[src/rtl/metronomo_pkg.sv]
// Shared state encoding, period type, default tempo limits and small
// clamping helpers for the metronome beat generator.
package metronomo_pkg;

   typedef enum logic [1:0] {
      ST_IDLE    = 2'd0,
      ST_CALC    = 2'd1,
      ST_RUN     = 2'd2,
      ST_CALC_BG = 2'd3
   } state_t;

   typedef logic [31:0] period_t;

   localparam int unsigned DEF_BPM_MIN = 30;
   localparam int unsigned DEF_BPM_MAX = 250;

   function automatic period_t clamp_u32(input period_t v, input period_t lo, input period_t hi);
      if (v < lo) return lo;
      else if (v > hi) return hi;
      else return v;
   endfunction

   // Subdivision factors outside 1..4 fall back to plain beats.
   function automatic logic [2:0] clamp_subdiv(input logic [2:0] s);
      return (s == 3'd0 || s > 3'd4) ? 3'd1 : s;
   endfunction

endpackage

[src/rtl/metronomo_seq_div.sv]
// Sequential restoring divider: one load cycle, then 32 iteration cycles;
// done pulses for one cycle while quotient holds the result.
module metronomo_seq_div
   import metronomo_pkg::*;
(
   input  logic    clk,
   input  logic    rst,
   input  logic    start,
   input  logic    abort,
   input  period_t dividend,
   input  period_t divisor,
   output logic    busy,
   output logic    done,
   output period_t quotient
);

   logic [32:0] rem_reg;
   period_t     quo_reg;
   period_t     dvs_reg;
   logic [5:0]  cnt_reg;
   logic        busy_reg;
   logic        done_reg;
   logic [32:0] shifted;
   logic [32:0] diff;

   // The dividend shifts out of quo_reg as quotient bits shift in.
   always_comb begin
      shifted = {rem_reg[31:0], quo_reg[31]};
      diff    = shifted - {1'b0, dvs_reg};
   end

   always_ff @(posedge clk or posedge rst) begin
      if (rst) begin
         rem_reg  <= '0;
         quo_reg  <= '0;
         dvs_reg  <= '0;
         cnt_reg  <= '0;
         busy_reg <= 1'b0;
         done_reg <= 1'b0;
      end else begin
         done_reg <= 1'b0;
         if (abort) begin
            busy_reg <= 1'b0;
            cnt_reg  <= '0;
         end else if (start && !busy_reg) begin
            quo_reg  <= dividend;
            dvs_reg  <= divisor;
            rem_reg  <= '0;
            cnt_reg  <= 6'd32;
            busy_reg <= 1'b1;
         end else if (busy_reg) begin
            rem_reg  <= diff[32] ? shifted : diff;
            quo_reg  <= {quo_reg[30:0], ~diff[32]};
            cnt_reg  <= cnt_reg - 6'd1;
            if (cnt_reg == 6'd1) begin
               busy_reg <= 1'b0;
               done_reg <= 1'b1;
            end
         end
      end
   end

   assign busy     = busy_reg;
   assign done     = done_reg;
   assign quotient = quo_reg;

endmodule

[src/rtl/metronomo_beat_gen.sv]
// Metronome beat generator: derives the beat period from a BPM tempo with a
// sequential divider, then emits tick/accent pulses. Defining
// METRONOMO_SUBDIV_EN adds the subdiv input and sub_tick output.
module metronomo_beat_gen
   import metronomo_pkg::*;
#(
   parameter int unsigned CLK_HZ  = 50_000_000,
   parameter int unsigned BPM_W   = 8,
   parameter int unsigned BPM_MIN = DEF_BPM_MIN,
   parameter int unsigned BPM_MAX = DEF_BPM_MAX
) (
   input  logic             clk,
   input  logic             rst,
   input  logic             en,
   input  logic [BPM_W-1:0] bpm,
   input  logic [2:0]       beats_per_meas,
`ifdef METRONOMO_SUBDIV_EN
   input  logic [2:0]       subdiv,
   output logic             sub_tick,
`endif
   output logic             tick,
   output logic             accent,
   output logic [2:0]       beat_idx,
   output logic [31:0]      period,
   output logic             period_valid
);

   localparam logic [63:0] NUMER_W = 64'(CLK_HZ) * 64'd60;
   localparam period_t     NUMER   = NUMER_W[31:0];

   generate
      if (NUMER_W >= 64'h1_0000_0000 || BPM_MIN == 0 || BPM_MIN > BPM_MAX ||
          NUMER_W < 64'(BPM_MAX)) begin : g_bad_cfg
         $error("metronomo_beat_gen: invalid CLK_HZ / BPM_MIN / BPM_MAX");
      end
   endgenerate

   state_t     state_reg, state_next;
   period_t    bpm_lat_reg, bpm_lat_next;
   period_t    period_reg, period_next;
   logic       period_valid_reg, period_valid_next;
   period_t    pend_period_reg, pend_period_next;
   logic       pend_valid_reg, pend_valid_next;
   period_t    count_reg, count_next;
   logic [2:0] beat_idx_reg, beat_idx_next;
   logic       tick_reg, tick_next;
   logic       accent_reg, accent_next;

   logic       div_start, div_abort, div_busy, div_done;
   period_t    div_dividend, div_divisor, div_quotient;
   period_t    bpm_clamped;
   logic       calc_final;
   period_t    fin_period;
   logic       beat_end;
   logic [2:0] meas_eff;
   logic [2:0] idx_new;

`ifdef METRONOMO_SUBDIV_EN
   logic [2:0] subdiv_clamped;
   logic [2:0] subdiv_lat_reg, subdiv_lat_next;
   logic       calc_phase_reg, calc_phase_next;
   period_t    calc_q_reg, calc_q_next;
   period_t    sub_period_reg, sub_period_next;
   logic [2:0] sub_n_reg, sub_n_next;
   period_t    pend_sub_reg, pend_sub_next;
   logic [2:0] pend_sub_n_reg, pend_sub_n_next;
   period_t    sub_cnt_reg, sub_cnt_next;
   logic [2:0] sub_idx_reg, sub_idx_next;
   logic       sub_tick_reg, sub_tick_next;

   assign subdiv_clamped = clamp_subdiv(subdiv);
`endif

   assign bpm_clamped = clamp_u32(period_t'(bpm), BPM_MIN, BPM_MAX);

   metronomo_seq_div u_div (
      .clk      (clk),
      .rst      (rst),
      .start    (div_start),
      .abort    (div_abort),
      .dividend (div_dividend),
      .divisor  (div_divisor),
      .busy     (div_busy),
      .done     (div_done),
      .quotient (div_quotient)
   );

   always_comb begin
      state_next        = state_reg;
      bpm_lat_next      = bpm_lat_reg;
      period_next       = period_reg;
      period_valid_next = period_valid_reg;
      pend_period_next  = pend_period_reg;
      pend_valid_next   = pend_valid_reg;
      count_next        = count_reg;
      beat_idx_next     = beat_idx_reg;
      tick_next         = 1'b0;
      accent_next       = 1'b0;
      div_start         = 1'b0;
      div_abort         = 1'b0;
      div_dividend      = NUMER;
      div_divisor       = bpm_clamped;
      calc_final        = 1'b0;
      fin_period        = div_quotient;
      beat_end          = (count_reg >= period_reg - 32'd1);
      meas_eff          = (beats_per_meas == 3'd0) ? 3'd1 : beats_per_meas;
      idx_new           = (beat_idx_reg >= meas_eff - 3'd1) ? 3'd0 : beat_idx_reg + 3'd1;
`ifdef METRONOMO_SUBDIV_EN
      subdiv_lat_next   = subdiv_lat_reg;
      calc_phase_next   = calc_phase_reg;
      calc_q_next       = calc_q_reg;
      sub_period_next   = sub_period_reg;
      sub_n_next        = sub_n_reg;
      pend_sub_next     = pend_sub_reg;
      pend_sub_n_next   = pend_sub_n_reg;
      sub_cnt_next      = sub_cnt_reg;
      sub_idx_next      = sub_idx_reg;
      sub_tick_next     = 1'b0;
`endif

      if (!en) begin
         state_next        = ST_IDLE;
         period_next       = '0;
         period_valid_next = 1'b0;
         pend_valid_next   = 1'b0;
         count_next        = '0;
         beat_idx_next     = '0;
         div_abort         = 1'b1;
`ifdef METRONOMO_SUBDIV_EN
         calc_phase_next   = 1'b0;
         sub_cnt_next      = '0;
         sub_idx_next      = '0;
`endif
      end else begin
         case (state_reg)
            ST_IDLE: begin
               div_start    = 1'b1;
               bpm_lat_next = bpm_clamped;
               state_next   = ST_CALC;
`ifdef METRONOMO_SUBDIV_EN
               subdiv_lat_next = subdiv_clamped;
               calc_phase_next = 1'b0;
`endif
            end
            ST_RUN: begin
`ifdef METRONOMO_SUBDIV_EN
               if ((bpm_clamped != bpm_lat_reg || subdiv_clamped != subdiv_lat_reg) && !div_busy) begin
                  subdiv_lat_next = subdiv_clamped;
                  calc_phase_next = 1'b0;
`else
               if (bpm_clamped != bpm_lat_reg && !div_busy) begin
`endif
                  div_start    = 1'b1;
                  bpm_lat_next = bpm_clamped;
                  state_next   = ST_CALC_BG;
               end
            end
            default: begin
               if (div_done) begin
`ifdef METRONOMO_SUBDIV_EN
                  // Second pass divides the fresh period by the subdivision.
                  if (!calc_phase_reg) begin
                     calc_q_next     = div_quotient;
                     calc_phase_next = 1'b1;
                     div_start       = 1'b1;
                     div_dividend    = div_quotient;
                     div_divisor     = period_t'(subdiv_lat_reg);
                  end else begin
                     calc_final = 1'b1;
                     fin_period = calc_q_reg;
                  end
`else
                  calc_final = 1'b1;
`endif
               end
            end
         endcase

         if (state_reg == ST_RUN || state_reg == ST_CALC_BG) begin
            if (beat_end) begin
               count_next    = '0;
               tick_next     = 1'b1;
               beat_idx_next = idx_new;
               accent_next   = (idx_new == 3'd0);
               if (pend_valid_reg) begin
                  period_next     = pend_period_reg;
                  pend_valid_next = 1'b0;
`ifdef METRONOMO_SUBDIV_EN
                  sub_period_next = pend_sub_reg;
                  sub_n_next      = pend_sub_n_reg;
`endif
               end
`ifdef METRONOMO_SUBDIV_EN
               sub_tick_next = 1'b1;
               sub_cnt_next  = '0;
               sub_idx_next  = '0;
`endif
            end else begin
               count_next = count_reg + 32'd1;
`ifdef METRONOMO_SUBDIV_EN
               if (sub_period_reg != '0 && sub_idx_reg < sub_n_reg - 3'd1 &&
                   sub_cnt_reg >= sub_period_reg - 32'd1) begin
                  sub_tick_next = 1'b1;
                  sub_cnt_next  = '0;
                  sub_idx_next  = sub_idx_reg + 3'd1;
               end else begin
                  sub_cnt_next = sub_cnt_reg + 32'd1;
               end
`endif
            end
         end

         // A foreground result starts the beat at once; a background one waits for the boundary.
         if (calc_final) begin
            state_next = ST_RUN;
            if (state_reg == ST_CALC) begin
               period_next       = fin_period;
               period_valid_next = 1'b1;
               count_next        = '0;
               beat_idx_next     = '0;
               tick_next         = 1'b1;
               accent_next       = 1'b1;
`ifdef METRONOMO_SUBDIV_EN
               sub_period_next   = div_quotient;
               sub_n_next        = subdiv_lat_reg;
               sub_tick_next     = 1'b1;
               sub_cnt_next      = '0;
               sub_idx_next      = '0;
`endif
            end else begin
               pend_period_next = fin_period;
               pend_valid_next  = 1'b1;
`ifdef METRONOMO_SUBDIV_EN
               pend_sub_next    = div_quotient;
               pend_sub_n_next  = subdiv_lat_reg;
`endif
            end
         end
      end
   end

   always_ff @(posedge clk or posedge rst) begin
      if (rst) begin
         state_reg        <= ST_IDLE;
         bpm_lat_reg      <= '0;
         period_reg       <= '0;
         period_valid_reg <= 1'b0;
         pend_period_reg  <= '0;
         pend_valid_reg   <= 1'b0;
         count_reg        <= '0;
         beat_idx_reg     <= '0;
         tick_reg         <= 1'b0;
         accent_reg       <= 1'b0;
`ifdef METRONOMO_SUBDIV_EN
         subdiv_lat_reg   <= 3'd1;
         calc_phase_reg   <= 1'b0;
         calc_q_reg       <= '0;
         sub_period_reg   <= '0;
         sub_n_reg        <= 3'd1;
         pend_sub_reg     <= '0;
         pend_sub_n_reg   <= 3'd1;
         sub_cnt_reg      <= '0;
         sub_idx_reg      <= '0;
         sub_tick_reg     <= 1'b0;
`endif
      end else begin
         state_reg        <= state_next;
         bpm_lat_reg      <= bpm_lat_next;
         period_reg       <= period_next;
         period_valid_reg <= period_valid_next;
         pend_period_reg  <= pend_period_next;
         pend_valid_reg   <= pend_valid_next;
         count_reg        <= count_next;
         beat_idx_reg     <= beat_idx_next;
         tick_reg         <= tick_next;
         accent_reg       <= accent_next;
`ifdef METRONOMO_SUBDIV_EN
         subdiv_lat_reg   <= subdiv_lat_next;
         calc_phase_reg   <= calc_phase_next;
         calc_q_reg       <= calc_q_next;
         sub_period_reg   <= sub_period_next;
         sub_n_reg        <= sub_n_next;
         pend_sub_reg     <= pend_sub_next;
         pend_sub_n_reg   <= pend_sub_n_next;
         sub_cnt_reg      <= sub_cnt_next;
         sub_idx_reg      <= sub_idx_next;
         sub_tick_reg     <= sub_tick_next;
`endif
      end
   end

   assign tick         = tick_reg;
   assign accent       = accent_reg;
   assign beat_idx     = beat_idx_reg;
   assign period       = period_reg;
   assign period_valid = period_valid_reg;
`ifdef METRONOMO_SUBDIV_EN
   assign sub_tick     = sub_tick_reg;
`endif

endmodule

[config.mk]
export PLATFORM = sky130hd
export DESIGN_NAME = metronomo_beat_gen
export DESIGN_NICKNAME = d
export VERILOG_FILES = /design/src/rtl/metronomo_pkg.sv /design/src/rtl/metronomo_seq_div.sv /design/src/rtl/metronomo_beat_gen.sv
export SDC_FILE = /design/constraint.sdc
export NUM_CORES = 1
export LEC_CHECK = 0
export ABC_AREA = 1
export BUFFER_PORTS_ARGS = -buffer_cell sky130_fd_sc_hd__buf_2
export CAP_MARGIN = 0
export CORE_UTILIZATION = 40
export DETAILED_ROUTE_END_ITERATION = 7
export PLACE_DENSITY = 0.58
export REMOVE_ABC_BUFFERS = 1
export SYNTH_ARGS = -nofsm -noshare
export SYNTH_HDL_FRONTEND = slang
export SYNTH_SLANG_ARGS = --single-unit
[constraint.sdc]
create_clock -name clk -period 5.63 [get_ports clk]
set_input_delay 0.8445 -clock clk [delete_from_list [all_inputs] [get_ports clk]]
set_output_delay 0.8445 -clock clk [all_outputs]
set_load 0.03 [all_outputs]
-- Word level (Yosys, flattened, before mapping)
Cells that the tools add are included.
- ROM bits: 0
- output and inout port bits: 38
- memories kept: 0
- register bits after elaboration: 241
- logic and storage cells: 121
- bits in writable memories: 0
- bits in latches: 0
- order comparisons: 4
- muxes and demuxes: 66
- add/subtract/negate cells: 6
- bitwise gates (word level): 2
- $mul: 0
- reductions and logical operators: 16
- div/mod/pow operators: 0
- shift operators: 0
- eq/ne operators: 11
- operators with widths (cell ; number):
    32-bit 2-to-1 mux ; 17
    32-bit case mux with 2 select lines ; 1
    33-bit by 32-bit subtractor with 33-bit output ; 1
    32-bit by 1-bit adder with 32-bit output, second input constant ; 1
    32-bit >= comparator ; 1
    32-bit inequality test ; 1
    32-bit by 1-bit subtractor with 32-bit output, second input constant ; 1
    1-bit 2-to-1 mux ; 31
    3-bit 2-to-1 mux ; 7
    6-bit 2-to-1 mux ; 3
    8-bit 2-to-1 mux ; 2
    8-bit greater-than comparator, second input constant ; 1
    8-bit by 5-bit < comparator with 1-bit output, second input constant ; 1
    2-bit AND reduction ; 4
    6-bit by 1-bit equality test with 1-bit output, second input constant ; 1
    3-bit zero test ; 2
    2-bit 2-to-1 mux ; 3
    3-bit AND reduction ; 2
    6-bit by 1-bit subtractor with 6-bit output, second input constant ; 1
    2-bit equality test, second input constant ; 2
    2-bit by 1-bit inequality test with 1-bit output, second input constant ; 2
    4-bit by 1-bit inequality test with 1-bit output, second input constant ; 1
    4-bit inequality test, second input constant ; 1
    2-bit case mux with 2 select lines ; 1
    other kinds (14) ; 17

-- Longest topological paths before layout
Gate-level depths: netlist of run 1.
- depth after elaboration: 11
- gate-level depth with buffers: 23
- gate-level depth less buffers: 23

-- Cells and area by module
A second synthesis of run 1 with hierarchy kept.
- cells, all modules: 2170
- area total of the unflattened synthesis: 14780.4 um^2
- by module, submodules not included (module ; instances ; area an instance (um^2) ; cells each ; seq. area each (um^2)):
    metronomo_beat_gen ; 1 ; 7455.9 ; 1039 ; 2827.7
    metronomo_seq_div ; 1 ; 7324.5 ; 1131 ; 2602.5

-- Worst setup path before layout of run 1
OpenSTA, ideal clock, no wires.
- path type: reg-to-reg
- start point: reg period_reg[0] (netlist: period[0])
- end point: reg count_reg[18]
- stages on the path, launching flop included: 21
- setup time: 119 ps
- slack: 2198 ps
- arrival time: 3313 ps
- data required time: 5511 ps
- path through: dfrtp_1 > inv_1 > ha_1 > nand3_1 > nor2_1 > and3_1 > nand3_1 > nor2_1 > nand3_1 > xor2_1 > ha_1 > nand2_1 > nor2_1 > nand2_1 > nor4_1 > nand3_1 > nand3_2 > nand2_2 > nand2_2 > buf_4 > nor2_1
- word-level cells in the longest chain between the ends: 7
- ends and longest elaborated chain (what ; RTL line ; RTL):
    start: declaration ; metronomo_beat_gen.sv:40 ; period_t period_reg, period_next;
    start signal: assignment ; metronomo_beat_gen.sv:269 ; period_reg <= period_next;
    32-bit by 1-bit subtractor with 32-bit output (*) ; metronomo_beat_gen.sv:105 ; beat_end = (count_reg >= period_reg - 32'd1);
    32-bit >= comparator (*) ; metronomo_beat_gen.sv:105 ;
    32-bit 2-to-1 mux (*) ; metronomo_beat_gen.sv:180 ; if (beat_end) begin
    32-bit 2-to-1 mux (*) ; metronomo_beat_gen.sv:179 ; if (state_reg == ST_RUN || state_reg == ST_CALC_BG) begin
    32-bit 2-to-1 mux ; metronomo_beat_gen.sv:216 ; if (state_reg == ST_CALC) begin
    32-bit 2-to-1 mux (*) ; metronomo_beat_gen.sv:214 ; if (calc_final) begin
    32-bit 2-to-1 mux (*) ; metronomo_beat_gen.sv:121 ; if (!en) begin
    net count_next[18] ; metronomo_beat_gen.sv:44 ; period_t count_reg, count_next;
    end signal: assignment ; metronomo_beat_gen.sv:273 ; count_reg <= count_next;
    end: declaration ; metronomo_beat_gen.sv:44 ;
The timed path passes the listed nets; every way through them passes the cells marked *.
A chain may end at the register's enable or synchronous reset.

-- Final worst setup path of run 1
- start point: reg period_reg[0] (netlist: period[0])
- end point: reg count_reg[29]
Same word-level chain as after synthesis.

==> results of run 1 <==
[cell families (layout without fill, tap and decap cells)]
group	after synthesis	after routing
compound gates	250	250
xor+xnor	65	65
flops	193	193
buf+inv	275	313
mux	4	4
simple gates	771	771
fa+ha+maj	50	50
[routing by layer]
metal / part of all wire / vias up / GRT usage
met5: 0 / - / 0
met4: 0.013 / 0 / 0.0562
met3: 0.025 / 23 / 0.0262
met2: 0.49 / 117 / 0.354
met1: 0.48 / 4760 / 0.267
li1: - / 5201 / -
[area by class of cell]
type,instances,area [µm²],area share
clock buffer,18,439,0.0334
sequential,193,4830,0.368
multi-input combinational,1140,6060,0.461
inverter,220,836,0.0636
clock inverter,13,146,0.0111
tap,390,488,0.0371
timing repair buffer,62,338,0.0257
[stage by stage]
stage	setup slack, ps	util
floorplan	-470	-
global placement	1410	0.423
detailed placement	1290	0.423
CTS	1250	0.443
global route	737	0.443
finish	1340	0.443
[power breakdown]
| part | switching [W] | internal [W] |
|---|---|---|
| logic | 0.00128 | 0.000666 |
| registers | 0.000184 | 0.00157 |
| clock network | 0.000607 | 0.000639 |
| total | 0.00208 | 0.00287 |
[worst paths after layout]
path,to
worst max-delay path,count_reg[29]
worst min-delay path,period_valid
worst max register to register,count_reg[29]
worst min register to register,u_div.dvs_reg[4]
max in group asynchronous,period[16]
min in group clk,u_div.dvs_reg[4]
[cell usage after synthesis (5+ instances only)]
master    instances  area (µm²)
o21ai_0          84         420
xnor2_1          21         184
dfrtp_1         193        4830
nand2_1         355        1330
nor2_4            5        56.3
buf_1             9        33.8
nand3_1         117         586
buf_2            11        55.1
ha_1             49         613
nor2_2            7        43.8
nand3b_1          6        45.0
nand2_2           9        56.3
nor3_1           25         125
inv_1           214         803
clkbuf_1         17        63.8
buf_6             9         101
nand3_2          14         140
buf_4             7        52.6
o21ai_2          21         184
o211ai_1          8        60.1
o21ai_1          25         125
nor4_1            5        31.3
nor2_1          192         721
a21oi_1         100         500
nand4_1          18         113
xor2_1           44         385
[critical path, cell delays in order, from the launching register on]
cell,delay (ps)
dfrtp_1,410
inv_1,120
ha_1,220
nand2_1,100
nor2_1,190
nand4_1,140
nor3_1,180
nand4_1,170
nor2_1,130
nand2_1,100
nor2_1,130
xor2_1,80
ha_1,270
nand2_1,50
nor2_1,110
nand2_1,90
nor4_1,380
nand3_1,210
nand3_2,200
nand2_2,130
nand2_2,470
inv_1,110
o21ai_1,100
nor2_1,50
==> metrics, run 1 <==
outcome=complete, no violations; WL final=29600 µm; DRC=0; mux contribution to synthesized area=0.00374; # port buffers=51; Total GRT Usage=0.205; Yosys reg bits=193; Post-Layout Cell Count=2036; Initial Util=0.407; Post-CTS Resized=0; H-tree depth=4; sequential share of the synthesized area=0.401; max-slew violation count=0; cell count after synthesis=1608; unrepaired setup endpoints after global routing=false; Crit Path Max Fanout=28; post-DP HPWL=20700 µm; fraction of registers with async set/reset=1.00; Post-synth EDFFs=0; CTS Hold Bufs=0; # Post-CTS Setup Buffers=0; Hold Path Class=in -> async; DIE AREA=30800 µm²; Max Clk Rate=0.233 GHz; Slew HR=0.289; core area=29600 µm²; global-route wire length before repair=50400 µm; worst hold margin=453 ps; Crit path required time=5970 ps; crit path DAT=4630 ps; Post-Layout Inst Area=13100 µm²; main combinational cell family by area after synthesis=simple AND/OR/NAND/NOR gates; DR iter-0 viols=765; number of diodes=0; slack of the worst reg-to-reg path=1340 ps; Tot Pwr=0.00495 W; Synth Cell Area=12100 µm²; Synth Area in Compound Gates=0.114; ANT nets after route=0; Crit. Startpoint=period[0]; final-report hold violation count=0; Vias=10100; Post-Synth Adder-Cell Area=0.0525; crit path launch type=flop; most common cell after layout, fill and taps aside=nand2_1; synth unique cells=50; TritonCTS clock tree=built; final worst path period share=0.763; TritonRoute pass-1 iters=5; placer congestion estimate=0.874; static leakage=6.66 nW; worst vdd ir=0.327 mV; TNS Setup=0 ps; Filler cells=3092; Worst Skew=22.3 ps; Least-Margin Pin Slew=1060 ps; worst reg2reg path depth=23; largest net degree at the start of global routing=83; initial antenna violation count=0; vias in the first global route=9983; total congestion overflow=0; clk buf depth=2; Area Growth Syn to Fin=8.97%; Critical Path Sink Type=flop; synth warn=0; simple-gate share of the synthesized area=0.284; critical path class=reg -> reg; root buf cell=clkbuf_16; post-place instance area=12500 µm²; row count=63; Setup Viol. Count Final=0; Synth Flop Type=dfrtp_1; DP Cell Count=2005; vias per inst=4.96; Critical R2R Launch=period[0]; most frequent cells in the layout=nand2_1, inv_1, dfrtp_1, nor2_1, nand3_1; WL/cell=14.5 µm; I/O pin count=52; Mean Syn Cell Area=7.50 µm²; clock-pin slew on the worst setup and hold paths=80 ps; CTS Buf Count=17; Sinks on Clock Net=193; Chip Width=176 µm; DIE HEIGHT=176 µm; Layout Nets=1698; Cell Pwr Density=377 nW/µm²; post-route minimum period=4290 ps; Clock Latency Late Sink=460 ps; max_cap viols=0; XOR/XNOR Fraction of Synth Area=0.0472; share of cells above drive strength 1=0.104
Note: power is estimated with default switching activity, not from simulation.
==> run 2, diff against run 1 <==
--- a/config.mk
+++ b/config.mk
@@ -10,7 +10,7 @@
 export CAP_MARGIN = 0
 export CORE_UTILIZATION = 40
 export DETAILED_ROUTE_END_ITERATION = 7
-export PLACE_DENSITY = 0.58
+export PLACE_DENSITY = 0.56
 export REMOVE_ABC_BUFFERS = 1
 export SYNTH_ARGS = -nofsm -noshare
 export SYNTH_HDL_FRONTEND = slang
==> constraint.sdc (replaced) <==
create_clock -name clk -period 4 [get_ports clk]
set_input_delay 0.6 -clock clk [delete_from_list [all_inputs] [get_ports clk]]
set_output_delay 0.6 -clock clk [all_outputs]
set_load 0.03 [all_outputs]
==> run 2 against run 1 <==
  * Via count is 0.86% higher
  * Sequential share of layout area decreased by 1.1 points
  * Worst hold slack got worse by 190 ps
  * Clock-buffer cell count did not move
  * Flip-flop and latch count is the same
  * Wire length is 2.2% higher
  * Register-to-register slack got worse by 1100 ps
  * Sequential power grew 42%
  * Clock skew shrank 6.3 ps
  * Final cell count increased by 1.2%
  * Utilization is 1.3 points higher
  * Maximum frequency rose by 15%
  * Critical endpoint is now period[6]
  * Largest cell class unchanged
  * Largest power group unchanged
  * Highest routed layer unchanged
==> metrics, run 2 (synthesis results as in run 1) <==
placer congestion estimate=0.859; Initial Util=0.407; max-slew violation count=0; post-route minimum period=3740 ps; Chip Width=176 µm; final-report hold violation count=0; clock-pin slew on the worst setup and hold paths=80 ps; critical path cell sequence=inv_2 > ha_2 > nand2_1 > nor2_2 > nand4_1 > nor3_2 > nand4_1 > nor2_1 > nand2_1 > xnor2_1 > inv_1 > ha_1 > nand2_1 > nor2_1 > nand2_2 > nor4_4 > nand3_2 > nand3_4 > buf_12 > nand2_4 > clkbuf_16 > nand2_1 > a21oi_1; register area=4830 µm²; WL/cell=14.7 µm; final worst path period share=0.935; TritonRoute pass-1 iters=5; Global Route met1 Usage=0.274; WL final=30200 µm; Post-Layout Inst Area=13500 µm²; crit path DAT=4070 ps; post-DP HPWL=21400 µm; DRC=0; post-place instance area=12700 µm²; Least-Margin Pin Slew=1130 ps; Critical Path Sink Type=flop; Clock Latency Late Sink=450 ps; DIE AREA=30800 µm²; slowest cell delay on critical path=400 ps; Filler cells=2992; Max Clk Rate=0.267 GHz; share of cells above drive strength 1=0.128; crit path launch type=flop; Crit path required time=4320 ps; Worst Skew=16.0 ps; largest net degree at the start of global routing=101; Vias=10200; routing usage on met3=0.0266; row count=63; core area=29600 µm²; outcome=complete, no violations; Crit Path Max Fanout=17; critical path class=reg -> reg; Area Growth Syn to Fin=12.3%; clk buf depth=2; DR iter-0 viols=625; # port buffers=51; most frequent cells in the layout=nand2_1, inv_1, dfrtp_1, nor2_1, nand3_1; ANT nets after route=0; CTS Buf Count=17; Sinks on Clock Net=193; TritonCTS clock tree=built; Layout Nets=1721; total congestion overflow=0; DP Cell Count=2020; H-tree depth=4; max_cap viols=0; static leakage=6.88 nW; Post-Layout Cell Count=2060; worst reg2reg path depth=23; critical path's most frequent cell=nand2_1; most common cell after layout, fill and taps aside=nand2_1; TNS Setup=0 ps; vias in the first global route=9945; Cell Pwr Density=518 nW/µm²; initial antenna violation count=0; global-route wire length before repair=50300 µm; multi-input logic area=6160 µm²; root buf cell=clkbuf_16; Slew HR=0.245; GR peak layer=met2; met2 GRT Util=0.340; number of diodes=0; worst vdd ir=0.382 mV; Total GRT Usage=0.202; DIE HEIGHT=176 µm; Setup Viol. Count Final=0; CTS Hold Bufs=0; I/O pin count=52; vias per inst=4.95; Hold Path Class=in -> async; critical path's slowest cell=dfrtp_1
[run 2: cell count changes in the layout (fill, tap and decap cells not counted), moves of 3 or more]
cell,delta
buf_4,+14
clkbuf_16,+3
buf_12,+5
nor2_1,-5
nand2_1,-4
nor2_2,+4
[run 2: where the power goes]
group	internal, W	switching (W)
combinational	0.000966	0.00184
sequential	0.00221	0.000268
clock	0.000850	0.000873
total	0.00403	0.00299
[run 2: final timing paths]
path	from	to	slack [ps]
max	period[0]	period[6]	260
min	rst	pend_period_reg[3]	270
max reg2reg	period[0]	period[6]	260
min reg2reg	u_div.dvs_reg[4]	u_div.dvs_reg[4]	490
max in group asynchronous	rst	count_reg[14]	2830
min in group clk	bpm[7]	u_div.dvs_reg[7]	460
[run 2: metal layers]
layer / vias to the layer above / part of all wire
li1: 5255 / -
met1: 4803 / 0.49
met2: 107 / 0.48
met3: 23 / 0.021
met4: 0 / 0.015
met5: - / 0
[run 2: critical path, delay by kind of cell, from the launching register on]
kind            cells  cell delay, ps
fa+ha+maj           2             480
compound gates      1              70
flops               1             400
buf+inv             4             540
simple gates       15            1990
xor+xnor            1             140
[run 2: layout make-up]
type,instances,share of cell area
well taps,390,0.0361
clock inverters,14,0.0107
repair buffers,85,0.0465
inverters,220,0.0618
clock buffers,18,0.0325
flip-flops and latches,193,0.357
multi-input cells,1140,0.455
[run 2: stage by stage]
stage | hold slack (ps) | setup WS, ps | power, W | util
floorplan | 453 | -1860 | 0.00458 | -
global placement | 473 | -9.52 | 0.00524 | 0.429
detailed placement | 477 | -132 | 0.00528 | 0.429
CTS | 311 | 71.9 | 0.00703 | 0.449
global route | 334 | -12.8 | 0.00759 | 0.457
finish | 267 | 259 | 0.00701 | 0.457
[run 2: repair_timing]
item	CTS	global route
setup buffers	0	4
gates resized for setup	4	25
gates cloned	0	4
pin swaps	0	8
setup endpoints to repair	52	66
